File: src/rtl/hazard_tracker_pkg.sv
// Shared constants for the D-stage hazard tracker: forward-select encodings
// and the Tuse/Tnew field width.
package hazard_tracker_pkg;

    localparam int TNEW_W = 2;

    localparam logic [1:0] FWD_NONE = 2'b00;
    localparam logic [1:0] FWD_W    = 2'b01;
    localparam logic [1:0] FWD_M    = 2'b10;
    localparam logic [1:0] FWD_E    = 2'b11;

    localparam logic [TNEW_W-1:0] TUSE_NONE = 2'd3;

endpackage

File: src/rtl/hazard_operand_check.sv
// Hazard and D-stage forward-select evaluation for one source operand against
// the E/M/W destination records.
module hazard_operand_check
    import hazard_tracker_pkg::*;
#(
    parameter int REG_W = 5,
    parameter int T_W   = TNEW_W
) (
    input  logic [REG_W-1:0] operand_i,
    input  logic [T_W-1:0]   tuse_i,
    input  logic [REG_W-1:0] e_a3_i,
    input  logic [T_W-1:0]   e_tnew_i,
    input  logic [REG_W-1:0] m_a3_i,
    input  logic [T_W-1:0]   m_tnew_i,
    input  logic [REG_W-1:0] w_a3_i,
    input  logic [T_W-1:0]   w_tnew_i,
    output logic             hazard_o,
    output logic [1:0]       fwd_o
);

    logic op_nz;
    logic e_hit;
    logic m_hit;
    logic w_hit;

    // $0 is hard-wired, so an operand of zero never matches any record.
    assign op_nz = (operand_i != '0);
    assign e_hit = op_nz && (e_a3_i == operand_i);
    assign m_hit = op_nz && (m_a3_i == operand_i);
    assign w_hit = op_nz && (w_a3_i == operand_i);

    assign hazard_o = (e_hit && (tuse_i < e_tnew_i)) ||
                      (m_hit && (tuse_i < m_tnew_i));

    // The youngest matching stage owns the operand; if its value is not
    // ready yet, older stages hold stale data and must not be selected.
    always_comb begin
        fwd_o = FWD_NONE;
        if (e_hit) begin
            fwd_o = (e_tnew_i == '0) ? FWD_E : FWD_NONE;
        end else if (m_hit) begin
            fwd_o = (m_tnew_i == '0) ? FWD_M : FWD_NONE;
        end else if (w_hit) begin
            fwd_o = (w_tnew_i == '0) ? FWD_W : FWD_NONE;
        end
    end

endmodule

File: src/rtl/hazard_tracker.sv
// Pipeline hazard tracker: shadows E/M/W destination/Tnew records and derives
// the D-stage stall plus every forwarding-mux select for D, E and M.
module hazard_tracker
    import hazard_tracker_pkg::*;
#(
    parameter int REG_W = 5,
    parameter int T_W   = TNEW_W
) (
    input  logic             clk,
    input  logic             reset,
    input  logic [REG_W-1:0] D_rs,
    input  logic [REG_W-1:0] D_rt,
    input  logic [T_W-1:0]   D_rs_Tuse,
    input  logic [T_W-1:0]   D_rt_Tuse,
    input  logic [REG_W-1:0] D_A3,
    input  logic             D_regwe,
    input  logic [T_W-1:0]   D_Tnew,
    output logic             stall,
    output logic [1:0]       D_rs_fwd,
    output logic [1:0]       D_rt_fwd,
    output logic [1:0]       E_rs_fwd,
    output logic [1:0]       E_rt_fwd,
    output logic [1:0]       M_rt_fwd
);

    logic [REG_W-1:0] e_a3_q, e_a3_d, e_rs_q, e_rs_d, e_rt_q, e_rt_d;
    logic [T_W-1:0]   e_tnew_q, e_tnew_d;
    logic [REG_W-1:0] m_a3_q, m_a3_d, m_rt_q, m_rt_d;
    logic [T_W-1:0]   m_tnew_q, m_tnew_d;
    logic [REG_W-1:0] w_a3_q, w_a3_d;
    logic [T_W-1:0]   w_tnew_q, w_tnew_d;

    logic rs_hz;
    logic rt_hz;

    function automatic logic [T_W-1:0] tnew_dec(input logic [T_W-1:0] t);
        return (t == '0) ? '0 : t - T_W'(1);
    endfunction

    // Select from the M/W records for an operand already past D.
    function automatic logic [1:0] older_sel(
        input logic [REG_W-1:0] op,
        input logic [REG_W-1:0] m_a3,
        input logic [T_W-1:0]   m_tnew,
        input logic [REG_W-1:0] w_a3,
        input logic [T_W-1:0]   w_tnew
    );
        logic [1:0] sel;
        sel = FWD_NONE;
        if (op != '0 && op == m_a3) begin
            sel = (m_tnew == '0) ? FWD_M : FWD_NONE;
        end else if (op != '0 && op == w_a3) begin
            sel = (w_tnew == '0) ? FWD_W : FWD_NONE;
        end
        return sel;
    endfunction

    hazard_operand_check #(.REG_W(REG_W), .T_W(T_W)) u_rs_check (
        .operand_i (D_rs),
        .tuse_i    (D_rs_Tuse),
        .e_a3_i    (e_a3_q),
        .e_tnew_i  (e_tnew_q),
        .m_a3_i    (m_a3_q),
        .m_tnew_i  (m_tnew_q),
        .w_a3_i    (w_a3_q),
        .w_tnew_i  (w_tnew_q),
        .hazard_o  (rs_hz),
        .fwd_o     (D_rs_fwd)
    );

    hazard_operand_check #(.REG_W(REG_W), .T_W(T_W)) u_rt_check (
        .operand_i (D_rt),
        .tuse_i    (D_rt_Tuse),
        .e_a3_i    (e_a3_q),
        .e_tnew_i  (e_tnew_q),
        .m_a3_i    (m_a3_q),
        .m_tnew_i  (m_tnew_q),
        .w_a3_i    (w_a3_q),
        .w_tnew_i  (w_tnew_q),
        .hazard_o  (rt_hz),
        .fwd_o     (D_rt_fwd)
    );

    assign stall    = rs_hz | rt_hz;
    assign E_rs_fwd = older_sel(e_rs_q, m_a3_q, m_tnew_q, w_a3_q, w_tnew_q);
    assign E_rt_fwd = older_sel(e_rt_q, m_a3_q, m_tnew_q, w_a3_q, w_tnew_q);

    always_comb begin
        M_rt_fwd = FWD_NONE;
        if (m_rt_q != '0 && m_rt_q == w_a3_q && w_tnew_q == '0) begin
            M_rt_fwd = FWD_W;
        end
    end

    // A stalled D instruction leaves a zero bubble in E; M and W always advance.
    always_comb begin
        e_a3_d   = '0;
        e_tnew_d = '0;
        e_rs_d   = '0;
        e_rt_d   = '0;
        if (!stall) begin
            e_a3_d   = D_regwe ? D_A3 : '0;
            e_tnew_d = D_Tnew;
            e_rs_d   = D_rs;
            e_rt_d   = D_rt;
        end
        m_a3_d   = e_a3_q;
        m_tnew_d = tnew_dec(e_tnew_q);
        m_rt_d   = e_rt_q;
        w_a3_d   = m_a3_q;
        w_tnew_d = tnew_dec(m_tnew_q);
    end

    always_ff @(posedge clk or negedge reset) begin
        if (!reset) begin
            e_a3_q   <= '0;
            e_tnew_q <= '0;
            e_rs_q   <= '0;
            e_rt_q   <= '0;
            m_a3_q   <= '0;
            m_tnew_q <= '0;
            m_rt_q   <= '0;
            w_a3_q   <= '0;
            w_tnew_q <= '0;
        end else begin
            e_a3_q   <= e_a3_d;
            e_tnew_q <= e_tnew_d;
            e_rs_q   <= e_rs_d;
            e_rt_q   <= e_rt_d;
            m_a3_q   <= m_a3_d;
            m_tnew_q <= m_tnew_d;
            m_rt_q   <= m_rt_d;
            w_a3_q   <= w_a3_d;
            w_tnew_q <= w_tnew_d;
        end
    end

endmodule

File: config.mk
export PLATFORM = sky130hd
export DESIGN_NAME = hazard_tracker
export DESIGN_NICKNAME = d
export VERILOG_FILES = /design/src/rtl/hazard_tracker_pkg.sv /design/src/rtl/hazard_operand_check.sv /design/src/rtl/hazard_tracker.sv
export SDC_FILE = /design/constraint.sdc
export NUM_CORES = 1
export LEC_CHECK = 0
export BUFFER_PORTS_ARGS = -buffer_cell sky130_fd_sc_hd__buf_4
export CAP_MARGIN = 15
export CORE_MARGIN = 5
export CORE_UTILIZATION = 33
export DETAILED_ROUTE_END_ITERATION = 10
export GPL_TIMING_DRIVEN = 1
export PLACE_DENSITY = 0.57
export SLEW_MARGIN = 0
export SYNTH_ARGS = -nofsm -noshare
export SYNTH_HDL_FRONTEND = slang
export SYNTH_SLANG_ARGS = --single-unit
File: constraint.sdc
create_clock -name clk -period 2.4 [get_ports clk]
set_clock_uncertainty 0.1 [all_clocks]
set_input_delay 0.24 -clock clk [delete_from_list [all_inputs] [get_ports clk]]
set_output_delay 0.24 -clock clk [all_outputs]
set_load 0.05 [all_outputs]
==> results of run 1 <==
-- layout by cell type, fill, tap and decap left out, types with 2 or more instances in the layout --
| master | n |
|---|---|
| sky130_fd_sc_hd__dfrtp_1 | 34 |
| sky130_fd_sc_hd__buf_4 | 33 |
| sky130_fd_sc_hd__xor2_1 | 29 |
| sky130_fd_sc_hd__xnor2_1 | 23 |
| sky130_fd_sc_hd__and2_1 | 17 |
| sky130_fd_sc_hd__nand3_1 | 8 |
| sky130_fd_sc_hd__nor2_1 | 8 |
| sky130_fd_sc_hd__and3_1 | 8 |
| sky130_fd_sc_hd__inv_1 | 6 |
| sky130_fd_sc_hd__clkbuf_8 | 6 |
| sky130_fd_sc_hd__nand2_1 | 5 |
| sky130_fd_sc_hd__nor3_1 | 5 |
| sky130_fd_sc_hd__nor4_1 | 4 |
| sky130_fd_sc_hd__nand2b_1 | 4 |
| sky130_fd_sc_hd__ha_1 | 4 |
| sky130_fd_sc_hd__buf_6 | 4 |
| sky130_fd_sc_hd__nor4_2 | 3 |
| sky130_fd_sc_hd__a21oi_1 | 3 |
| sky130_fd_sc_hd__a221oi_1 | 3 |
| sky130_fd_sc_hd__nand4_1 | 3 |
| sky130_fd_sc_hd__or2_1 | 2 |
| sky130_fd_sc_hd__a21oi_2 | 2 |
| sky130_fd_sc_hd__or4_1 | 2 |
| sky130_fd_sc_hd__a221o_1 | 2 |
| sky130_fd_sc_hd__clkinv_2 | 2 |
| sky130_fd_sc_hd__dfrtp_2 | 2 |
-- where the power goes --
group / leakage [nW] / switching (mW) / internal [mW]
registers: 0.445 / 0.0656 / 0.652
clock network: 0.0510 / 0.210 / 0.229
logic: 0.632 / 0.160 / 0.148
total: 1.13 / 0.436 / 1.03
-- layout make-up --
type	instances	share of cell area, %
timing repair buffer	38	12.0
inverter	7	1.04
clock buffer	6	3.28
clock inverter	2	0.398
multi-input combinational	145	43.6
sequential	36	35.9
tap	75	3.73
-- per-layer routing --
layer	vias to the layer above	wire length (um)	global-route usage, %
li1	732	-	-
met1	691	2180	16.9
met2	30	2270	21.8
met3	10	221	3.39
met4	0	112	5.77
met5	-	0	0
-- sequential cells by signal, indices dropped and copies added (netlist names) --
name,cells
e_a3_q,5
e_rs_q,5
e_rt_q,5
m_a3_q,5
m_rt_q,5
w_a3_q,5
e_tnew_q,2
m_tnew_q,2
w_tnew_q,2
-- critical path, cell delays in order, from the launching register on --
cell and delay (ns):
sky130_fd_sc_hd__dfrtp_1 0.43, sky130_fd_sc_hd__xnor2_1 0.19, sky130_fd_sc_hd__nand2_1 0.10, sky130_fd_sc_hd__or2_1 0.27, sky130_fd_sc_hd__or3_1 0.34, sky130_fd_sc_hd__a21oi_1 0.16, sky130_fd_sc_hd__buf_4 0.22
-- how the worst max path moves through the flow --
stage,to,slack (ns),cells past startpoint
detailed placement,E_rt_fwd[0],0.30,5
global route,D_rs_fwd[0],-0.02,6
finish,D_rs_fwd[1],0.07,6
global placement,E_rt_fwd[0],0.32,5
CTS,stall,0.009,7
floorplan,D_rs_fwd[0],0.09,6
-- through the flow --
step | cells | setup slack [ns]
floorplan | 195 | 0.0935
global placement | 296 | 0.320
detailed placement | 296 | 0.302
CTS | 305 | 0.00880
global route | 309 | -0.0214
finish | 309 | 0.0699
-- what timing repair did --
action,in CTS,in global routing
gates cloned,0,0
setup endpoints to repair,1,7
endpoints found under the hold margin,36,0
hold buffers,1,0
pin swaps,0,3
resized for setup,1,11
buffers inserted,0,4
-- kinds of logic after synthesis --
group	after synthesis	share of synthesized area, %
and+or+nand+nor	76	22.4
AOI/OAI and AO/OA	12	4.40
DFF	36	44.6
adders and majority gates	4	2.48
xor gates and xnor gates	52	22.6
buffers and inverters	14	3.35
other	1	0.186
==> results.md, run 1 <==
Run status:
- The flow ran to the end, and the final reports show no timing, DRC or antenna violations.

Global routing:
- Entering global routing, the biggest net connects 37 pins.
- The initial antenna violation count is 0.
- The first global-routing pass estimated around 7800 um of wire.
- Summed over all layers, the global routing overflow is 0.
- The number of global-route vias before repair is 1539.
- Global routing consumed, over all layers together, between 10% and 20% of the routing resources.

Cells and area:
- Fill cells in the final layout number 586.
- The final antenna diode count is 0.
- The area taken by multi-input logic gates is around 1100 um^2.
- The sequential cells in the finished layout cover a total of approximately 900 um^2.
- The finished cells cover roughly 2500 um^2.
- The proportion of layout cells with a drive suffix above 1 is 25.2%.
- The number of nets at the end of the flow is around 260.
- The final core utilization is between 40 and 50%.
- From synthesis to final layout, the design area changed by 24.7%.

Pwr:
- For this design the static power due to leakage is roughly 1.1 nW.
- The power density relative to cell area is 582 nW/um^2.
- VDD sags by at most between 0.0002 and 0.0003 V.
- The post-route total power is 1.47 mW.

Clock network:
- TritonCTS built the clock tree.
- The number of sinks on the clock net is 36.
- Clock-pin slew was measured on the worst setup and hold paths at about 0.070 ns.
- The tree is rooted in a sky130_fd_sc_hd__clkbuf_8.
- The maximum count of clock buffers along a single path is 2.
- In this run the number of H-tree levels came out at 2.
- The clock latency reported for the late side of the worst-skew pair is roughly 0.29 ns.
- The number of CTS-inserted buffers is 5.

STA:
- The maximum frequency from static timing analysis is 0.429 GHz.
- The max-slew violation count is 0.
- Final hold analysis gives a worst-case slack of 0.0558 ns.
- The measured slew at the worst slew-check pin is 0.509 ns.
- The minimum clock period after layout is 2.33 ns.
- Setup violations remaining at the end of the flow were counted as 0.
- The worst pin sits at a relative slew slack of 66.0%.
- The worst path uses a little over nine tenths of the clock period.
- Summed over all failing endpoints, the final setup total negative slack is 0 ns.
- Setup repair after global routing could not meet its margin everywhere.
- The number of hold-slack violations in the final timing report is 0.

Die:
- The starting density of the core is ~34%.
- In this run the core area contains 28 standard-cell rows.
- The number of placed I/O pins is 35.
- The die span in y is between 80 and 90 um.
- The total die area is a little under 8000 um^2.
- The horizontal die dimension is between 80 and 90 um.
- The total core area is around 5900 um^2.

Min path:
- For hold timing, the worst endpoint is e_tnew_q[1].
- The start point of the worst min-delay path is D_Tnew[1].
- The hold-critical path depth is 2.
- The path type of the worst min-delay path is in2reg.

Synth:
- The most common flop cell mapped by yosys is sky130_fd_sc_hd__dfrtp_1.
- In this run, synthesis inferred 0 flip-flops with an integrated enable.
- Yosys printed 0 warnings.
- The proportion of netlist area held by the largest area contributor is 44.6%.
- Summed over all instances, the cell type with the most area after synthesis is sky130_fd_sc_hd__dfrtp_1.
- The most frequent cell after synthesis is sky130_fd_sc_hd__dfrtp_1.
- The number of distinct library cells after synthesis is 30.
- Each instance of the synthesized netlist takes up on average about 10 um^2.
- In the synthesized netlist the async set-or-reset flop fraction comes to between 90% and 100%.
- The mapped netlist covers approximately 2000 um^2.
- The number of synthesized register bits is 36.
- Of the synthesized area, sequential elements account for between 40 and 50%.
- By count the netlist is led by sky130_fd_sc_hd__dfrtp_1 (36), sky130_fd_sc_hd__xor2_1 (29), sky130_fd_sc_hd__xnor2_1 (23).
- Sorting the synthesized cells by area gives the leading types as sky130_fd_sc_hd__dfrtp_1 (45%), sky130_fd_sc_hd__xor2_1 (13%), sky130_fd_sc_hd__xnor2_1 (10%).
- The cell count after synthesis is around 200.
- The number of nets in the synthesized netlist is ~220.

Setup path:
- The nature of the critical path endpoint is an output pin.
- At the worst endpoint, the required time is 2.06 ns.
- The minimum setup slack among reg-to-reg paths is around 0.27 ns.
- The nature of the critical path startpoint is a flip-flop.
- The critical-path maximum fanout is 3.
- The start point of the critical path is e_a3_q[3].
- The classification of the worst setup path is reg2out.
- Data on the critical path arrives at its endpoint at 1.99 ns.
- The endpoint identified for the worst register-to-register timing path is e_rt_q[3].
- The number of cells on the worst reg-to-reg path is 8.
- The beginning of the worst register-to-register path is e_tnew_q[1].

Drt:
- In the routed layout, each cell is associated on average with a via count of between 4 and 5.
- In this run the remaining antenna-violating nets after routing total 0.
- The first routing iteration left 27 violations.
- The routed via count is 1463.
- For this run, the detailed router's first-pass iteration total came to 4.
- In the final routed layout, each cell accounts on average for 15.5 um.
- Summed over all layers, the routed wires come to ~4800 um.
- The total DRC errors in the routed layout is 0.

Placement:
- The congestion estimate from routability-driven global placement came to about 0.80.
- In this run the cell area measured after placement is between 2000 and 2500 um^2.
- Summed over all nets, the half-perimeter wirelength after detailed placement is between 3000 and 4000 um.
- The number of buffers added on ports is 33.

Flow run:
- Across the run, the number of max-cap violations was 0.
Note: power is estimated with default switching activity, not from simulation.
==> inputs of run 2 (changes only) <==
Settings changed: CORE_MARGIN 5 to 2, SETUP_SLACK_MARGIN set to 0.1, SLEW_MARGIN 0 to 15.
==> results.md, run 2 (same netlist as run 1, synthesis figures left out) <==
Clock network:
- The number of sinks on the clock net is 36.
- In this run the number of H-tree levels came out at 2.
- The clock reaches the later pin of the worst-skew pair after 0.28 ns.
- TritonCTS built the clock tree.
- The maximum count of clock buffers along a single path is 2.
- In this run, CTS created clock tree buffers numbering 5.
- After clock tree synthesis, the clock-pin slew on the worst setup and hold paths is around 0.070 ns.
- Clock tree synthesis selected as its root buffer the cell sky130_fd_sc_hd__clkbuf_8.

Setup path:
- The beginning of the worst register-to-register path is e_tnew_q[1].
- The nature of the critical path startpoint is a flip-flop.
- Of all nets on the critical path, the largest fanout is 4.
- Tracing the worst setup path back leads to its startpoint at e_rt_q[2].
- The delay of the slowest critical-path stage is 0.53 ns.
- Following the worst setup path forward leads to its endpoint at E_rt_fwd[0].
- The data arrival time of the critical path is a little under 2 ns.
- The count of cell instances traversed by the critical path is 5.
- The slowest stage of the critical path belongs to the cell sky130_fd_sc_hd__or4_4.
- Counting cells, the worst reg-to-reg path comes to 7.
- In this run the critical register-to-register path is captured at e_a3_q[1].
- The number of buffer and inverter stages on the critical path is 1.
- The data required time of the worst path is between 2 and 2.5 ns.
- The minimum setup slack among reg-to-reg paths is roughly 0.34 ns.
- Walking the worst path, the cells encountered are or4_4 > nor2_4 > nor4_2 > nor4_4 > buf_6.
- The classification of the worst setup path is reg2out.
- The worst setup path is captured at an output pin.
- The family with the most delay on the worst path is simple AND/OR/NAND/NOR gates.

Drt:
- The number of design-rule violations left by the first detailed-router iteration is 33.
- The total DRC errors in the routed layout is 0.
- Summed over all layers, the routed wires come to about 4800 um.
- The number of iterations in the first detailed-routing pass is 4.
- The vias per cell is 4.73.
- The routed layout has 1481 vias.
- The count of antenna-violating nets left after detailed routing is 0.
- Dividing the detail-routed wire length by the instance count gives approximately 15 um.

Global routing:
- The number of global-route vias before repair is between 1500 and 2000.
- The wire length of the first global-routing pass is approximately 7500 um.
- The overflow left after global routing is 0.
- The maximum number of pins on one net before global-route repair is 37.
- The initial antenna violation count is 0.
- The total global-route track usage is ~15%.

Flow run:
- The max-cap check violation count is 0.

Die:
- The total core area is 5920 um^2.
- The die span in y is slightly above 80 um.
- The number of placed I/O pins is 35.
- The horizontal die dimension is slightly above 80 um.
- The starting density of the core is 34.1%.
- The number of placement rows is 28.
- The total die area is between 6000 and 7000 um^2.

Placement:
- The congestion estimate from routability-driven global placement came to around 0.79.
- The detailed placer's ending HPWL is between 3000 and 4000 um.
- During placement, the flow inserted port buffers numbering 33.

Min path:
- The start point of the worst min-delay path is D_Tnew[0].
- The path type of the worst min-delay path is in2reg.

Pwr:
- The portion of total power attributed to the clock network is 29.8%.
- In this run switching power makes up 30.0% of total power.
- The analysis attributes to net switching a power of 0.446 mW.
- The cell-internal power is approximately 1.0 mW.
- The share of total power dissipated in combinational logic is between 20% and 30%.
- The peak supply drop is approximately 0.00029 V.
- The power density relative to cell area is between 500 and 600 nW/um^2.
- The static leakage is ~1.2 nW.
- Registers are responsible for 48.3% of the overall power.

STA:
- The aggregate negative setup slack is 0 ns.
- Setup violations remaining at the end of the flow were counted as 0.
- The minimum clock period after layout is 2.27 ns.
- The worst hold margin is approximately 0.064 ns.
- The worst path uses between 90% and 100% of the clock period.
- Setup repair after global routing could not meet its margin everywhere.
- The number of hold-slack violations in the final timing report was 0.
- The max-slew violation count came to 0.
- Static timing analysis puts the maximum clock frequency at between 0.4 and 0.5 GHz.

Run status:
- The flow ran to the end, and the final reports show no timing, DRC or antenna violations.

Cells and area:
- The number of nets at the end of the flow is between 200 and 300.
- The proportion of layout cells with a drive suffix above 1 is between 20 and 30%.
- The library cells used most frequently in the layout, excluding fill and tap cells, are sky130_fd_sc_hd__buf_4 (36), sky130_fd_sc_hd__dfrtp_1 (32), sky130_fd_sc_hd__xor2_1 (29), sky130_fd_sc_hd__xnor2_1 (22), sky130_fd_sc_hd__and2_1 (17).
- Relative to the synthesized area, the layout overhead comes to 28.3%.
- Leaving out fill and tap cells, the most frequent cell in the layout is sky130_fd_sc_hd__buf_4.
- After filler insertion, the fill cell instance count of the layout stands at 570.
- 0 antenna diodes ended up in the layout.
[run 2: cell count changes in the layout (fill, tap and decap cells not counted), sizes merged]
cell and delta:
buf +4
[run 2: layout make-up]
class	count	area (um^2)	area share (%)
well taps	75	93.8	3.62
multi-input cells	145	1130	43.8
flip-flops and latches	36	906	35.0
inverters	7	26.3	1.01
repair buffers	42	337	13.0
clock inverters	2	10.0	0.386
clock buffers	6	82.6	3.19
[run 2: how the worst min path moves through the flow]
stage	endpoint	slack, ns	cells past startpoint
floorplan	e_a3_q[0]	-0.16	0
global placement	m_rt_q[4]	0.12	1
detailed placement	m_rt_q[4]	0.13	1
CTS	e_tnew_q[0]	0.05	2
global route	e_tnew_q[0]	0.06	2
finish	e_tnew_q[0]	0.06	2
[run 2: routing by layer]
layer	GRT usage [%]	routed length, um	part of all wire [%]	vias up
li1	-	-	-	741
met1	19.8	2100	44	697
met2	24.6	2420	51	37
met3	3.80	200	4.2	6
met4	4.67	54	1.1	0
met5	0	0	0	-
[run 2: worst reg2reg max path: stages, from the launching register on]
cell and delay (ns):
sky130_fd_sc_hd__dfrtp_1 0.39, sky130_fd_sc_hd__inv_2 0.07, sky130_fd_sc_hd__ha_1 0.27, sky130_fd_sc_hd__a221o_1 0.31, sky130_fd_sc_hd__nor3_1 0.14, sky130_fd_sc_hd__and4bb_4 0.27
sky130_fd_sc_hd__buf_4 0.19, sky130_fd_sc_hd__and3_1 0.20
[run 2: through the flow]
step                      power, mW  area [um^2]  instances  utilization [%]  worst slack (ns)
after floorplan               0.913         2040        195                -            0.0935
after global placement         1.02         2340        296             39.6             0.325
after detailed placement       1.03         2340        296             39.6             0.260
after CTS                      1.49         2500        306             42.2            0.0833
after global routing           1.57         2590        313             43.7           0.00578
final                          1.48         2590        313             43.7             0.132
[run 2: power groups by stage]
| stage | logic [mW] | registers (mW) | clock network, mW |
|---|---|---|---|
| after floorplan | 0.215 | 0.699 | 0 |
| after global placement | 0.291 | 0.729 | 0 |
| after detailed placement | 0.296 | 0.730 | 0 |
| after CTS | 0.308 | 0.719 | 0.460 |
| after global routing | 0.359 | 0.725 | 0.484 |
| final | 0.325 | 0.717 | 0.443 |
[run 2: what timing repair did]
item,CTS,global route
hold buffers,1,0
endpoints found under the hold margin,36,0
setup endpoints to repair,6,7
setup buffers,1,7
pin swaps,1,5
gates resized for setup,13,9
==> inputs of run 3 (changes only) <==
Settings changed: ABC_AREA set to 1, PLACE_DENSITY 0.57 to unset.
==> results.md, run 3 <==
Cells and area:
- In the final design database the tool counted approximately 350 nets.
- The proportion of layout cells with a drive suffix above 1 is roughly 21%.
- The repair_antennas step left the layout with diodes totalling 0.
- The final core utilization is between 30% and 40%.
- The layout has 688 filler cells.
- The most common cell after layout, fill and taps aside is sky130_fd_sc_hd__nand2_1.
- The area growth from synthesis to layout is 17.1%.
- The top cell types in the final layout, fill and taps aside, are sky130_fd_sc_hd__nand2_1 (66), sky130_fd_sc_hd__inv_1 (35), sky130_fd_sc_hd__dfrtp_1 (35), sky130_fd_sc_hd__buf_4 (33), sky130_fd_sc_hd__nor2_1 (24).

STA:
- The number of hold-slack violations in the final timing report was 0.
- Based on the critical path, the design can be clocked at up to between 0.4 and 0.5 GHz.
- The minimum clock period after layout is about 2.1 ns.
- The total setup violations reported at the end of the flow is 0.
- The max-slew violation count is 0.
- The aggregate negative setup slack is 0 ns.
- In the finished design, the share of the clock period the worst path needs comes to roughly nine tenths.
- Setup repair after global routing left no endpoint under its margin.
- The measured slew at the worst slew-check pin is 0.549 ns.
- The worst relative slew slack is a little over three fifths.

Setup path:
- The nature of the critical path endpoint is an output pin.
- Along the worst path, the maximum fanout reaches 6.
- The critical path goes through inv_1 > nand2_1 > nand3_1 > or2_2 > nor2_1 > nand2_1 > o21ai_1 > buf_4.
- The nature of the critical path startpoint is a flip-flop.
- The data arrival time of the critical path is approximately 1.8 ns.
- The cell with the largest stage delay on the worst path is sky130_fd_sc_hd__dfrtp_2.
- The classification of the worst setup path is reg2out.
- Counting both buffers and inverters, the worst setup path holds a total of 2.
- The cell type with the highest occurrence count on the critical path is sky130_fd_sc_hd__nand2_1.
- The data required time of the worst path is slightly above 2 ns.
- The family with the most delay on the worst path is simple AND/OR/NAND/NOR gates.
- For this run, the slowest stage of the critical path takes 0.46 ns.

Drt:
- The routed via count is 1886.
- For this block, the initial DRC count from the detailed router was 90.
- The count of antenna-violating nets left after detailed routing is 0.
- The number of iterations in the first detailed-routing pass is 4.
- The total DRC errors in the routed layout is 0.
- In the routed layout, each cell is associated on average with a via count of around 4.8.
- In the final routed layout, each cell accounts on average for between 10 and 15 um.
- Wires add up to 5640 um.

Die:
- The die covers 7520 um^2.
- For this design the top-level I/O count stands at 35.
- In this run the horizontal extent of the chip is just under 90 um.
- The starting density of the core is 33.6%.
- From bottom edge to top edge, the die measures 86.7 um.
- The number of placement rows is 30.
- The total core area is roughly 6700 um^2.

Synth:
- The number of synthesized register bits is 36.
- After synthesis, the largest area contributor takes up roughly two fifths of total cell area.
- The count of flip-flops with a built-in enable after synthesis is 0.
- The per-instance average area after synthesis is between 7 and 8 um^2.
- The most common cell in the synthesized netlist is sky130_fd_sc_hd__nand2_1.
- The number of distinct library cells after synthesis is 34.
- The synthesized design spends more area on one cell type than any other, namely sky130_fd_sc_hd__dfrtp_1.
- The share of synthesized flip-flops with an asynchronous set or reset is 100%.
- Synthesis handed over a netlist of 284 instances.
- The synthesized area is 2260 um^2.
- By area the synthesized netlist is led by sky130_fd_sc_hd__dfrtp_1 (40%), sky130_fd_sc_hd__nand2_1 (11%), sky130_fd_sc_hd__xor2_1 (6.2%).
- Among all flip-flop cells after synthesis, the most frequent one is sky130_fd_sc_hd__dfrtp_1.
- The sequential share of the synthesized area is 39.9%.
- Yosys printed 0 warnings.
- After synthesis, the most frequently instantiated cells are sky130_fd_sc_hd__nand2_1 (66), sky130_fd_sc_hd__dfrtp_1 (36), sky130_fd_sc_hd__inv_1 (36).
- The post-synth net total is about 310.

Global routing:
- The first global-routing pass estimated 9320 um of wire.
- The total global-route track usage is between 10% and 20%.
- The initial antenna violation count came to 0.
- Entering global routing, the biggest net connects 37 pins.
- The overflow left after global routing is 0.
- The number of global-route vias before repair came to roughly 1900.

Pwr:
- The peak supply drop is ~0.00022 V.
- Power comes to roughly 1.5 mW.
- Per report_power, the clock group accounts for 28.1% of the total.
- Internal power comes to about 0.99 mW.
- Net switching is 32.4% of the power.
- For this design the static power due to leakage is 1.32 nW.
- Per report_power, the sequential group accounts for between 40% and 50% of the total.
- The switching power total is between 0.4 and 0.5 mW.
- Dividing total power by cell area gives a power density of around 550 nW/um^2.
- The proportion of power drawn by combinational gates is a little under a quarter.

Clock network:
- The number of sinks on the clock net is 36.
- The maximum count of clock buffers along a single path is 2.
- The number of CTS-inserted buffers is 5.
- The clock tree from TritonCTS is yes.
- The depth of the CTS H-tree is 2.
- The tree is rooted in a sky130_fd_sc_hd__clkbuf_8.
- At the later pin of the worst-skew pair, clock insertion delay measures just under 0.3 ns.
- The clock-pin slew on the worst setup and hold paths is 0.07 ns.
- The post-CTS setup-driven buffer insertion count is 0.

Min path:
- The worst hold path belongs to the class in2reg.

Placement:
- The number of buffers added on ports is 33.
- The detailed placer's ending HPWL is between 4000 and 5000 um.
- At the end of routability-driven placement, the weighted congestion stood at approximately 0.85.

Run status:
- The flow ran to the end, and the final reports show no timing, DRC or antenna violations.

Flow run:
- The tool flagged a number of max-cap violations equal to 0.
-- run 3: cell types whose count changed after synthesis, moves of 13 or more --
cell                      before  now
sky130_fd_sc_hd__and2_1       17    1
sky130_fd_sc_hd__inv_1         6   36
sky130_fd_sc_hd__nand2_1       5   66
sky130_fd_sc_hd__nor2_1        9   25
sky130_fd_sc_hd__xor2_1       29   16
-- run 3: layer usage --
metal | up-vias | global-route usage (%) | wire length (um) | share of wire [%]
met3 | 12 | 3.05 | 239 | 4.2
met5 | - | 0 | 0 | 0
li1 | 963 | - | - | -
met1 | 861 | 21.0 | 2650 | 47
met4 | 0 | 7.67 | 130 | 2.3
met2 | 50 | 26.4 | 2620 | 46
-- run 3: area by class of cell --
type,instances,area (um^2),share of cell area (%)
clock buffers,6,72.6,2.74
clock inverters,1,5.00,0.189
inverters,41,154,5.82
multi-input cells,199,1150,43.6
flip-flops and latches,36,902,34.1
well taps,80,100,3.79
repair buffers,34,258,9.75
-- run 3: power by group through the flow --
stage | registers (mW) | clock network [mW] | logic [mW]
floorplan | 0.697 | 0 | 0.244
global placement | 0.725 | 0 | 0.329
detailed placement | 0.726 | 0 | 0.331
CTS | 0.714 | 0.424 | 0.334
global route | 0.722 | 0.452 | 0.375
finish | 0.715 | 0.410 | 0.332
-- run 3: worst register-to-register path, stage by stage (launching register included) --
cell and delay (ns):
sky130_fd_sc_hd__dfrtp_1 0.52, sky130_fd_sc_hd__xor2_1 0.22, sky130_fd_sc_hd__nor2_1 0.18, sky130_fd_sc_hd__nand4_2 0.16
sky130_fd_sc_hd__nand2_4 0.25, sky130_fd_sc_hd__nor3_1 0.09
-- run 3: cell families after synthesis --
group	count (synthesis)	synth area share, %
and+or+nand+nor	144	31.7
other	1	0.166
buffers and inverters	49	9.37
xor gates and xnor gates	29	11.3
DFF	36	39.9
AOI/OAI and AO/OA	21	5.38
adders and majority gates	4	2.22
-- run 3: timing repair --
action                                 CTS  global route
setup endpoints to repair                0             3
endpoints found under the hold margin   36             0
hold buffers                             1             0
resized for setup                        0             3
-- run 3: final timing paths --
| kind | start | end | slack (ns) | depth (start not counted) |
|---|---|---|---|---|
| max | w_a3_q[3] | D_rs_fwd[0] | 0.27 | 8 |
| max reg2reg | m_a3_q[0] | e_rt_q[1] | 0.74 | 5 |
| min | D_Tnew[1] | e_tnew_q[1] | 0.07 | 3 |
| min reg2reg | e_a3_q[4] | m_a3_q[4] | 0.35 | 0 |
| max in group asynchronous | reset | w_a3_q[3] | 1.50 | 2 |
| min in group asynchronous | reset | w_a3_q[2] | 0.35 | 2 |
-- run 3: metrics by stage --
| step | cell area, um^2 | setup slack, ns | cells | hold WS [ns] |
|---|---|---|---|---|
| 4_1_cts | 2640 | 0.212 | 397 | 0.0632 |
| 3_3_place_gp | 2550 | 0.552 | 389 | 0.129 |
| 5_1_grt | 2640 | 0.134 | 397 | 0.0753 |
| 6_report | 2640 | 0.268 | 397 | 0.0668 |
| 3_5_place_dp | 2550 | 0.536 | 389 | 0.135 |
| 2_1_floorplan | 2260 | 0.196 | 284 | -0.156 |
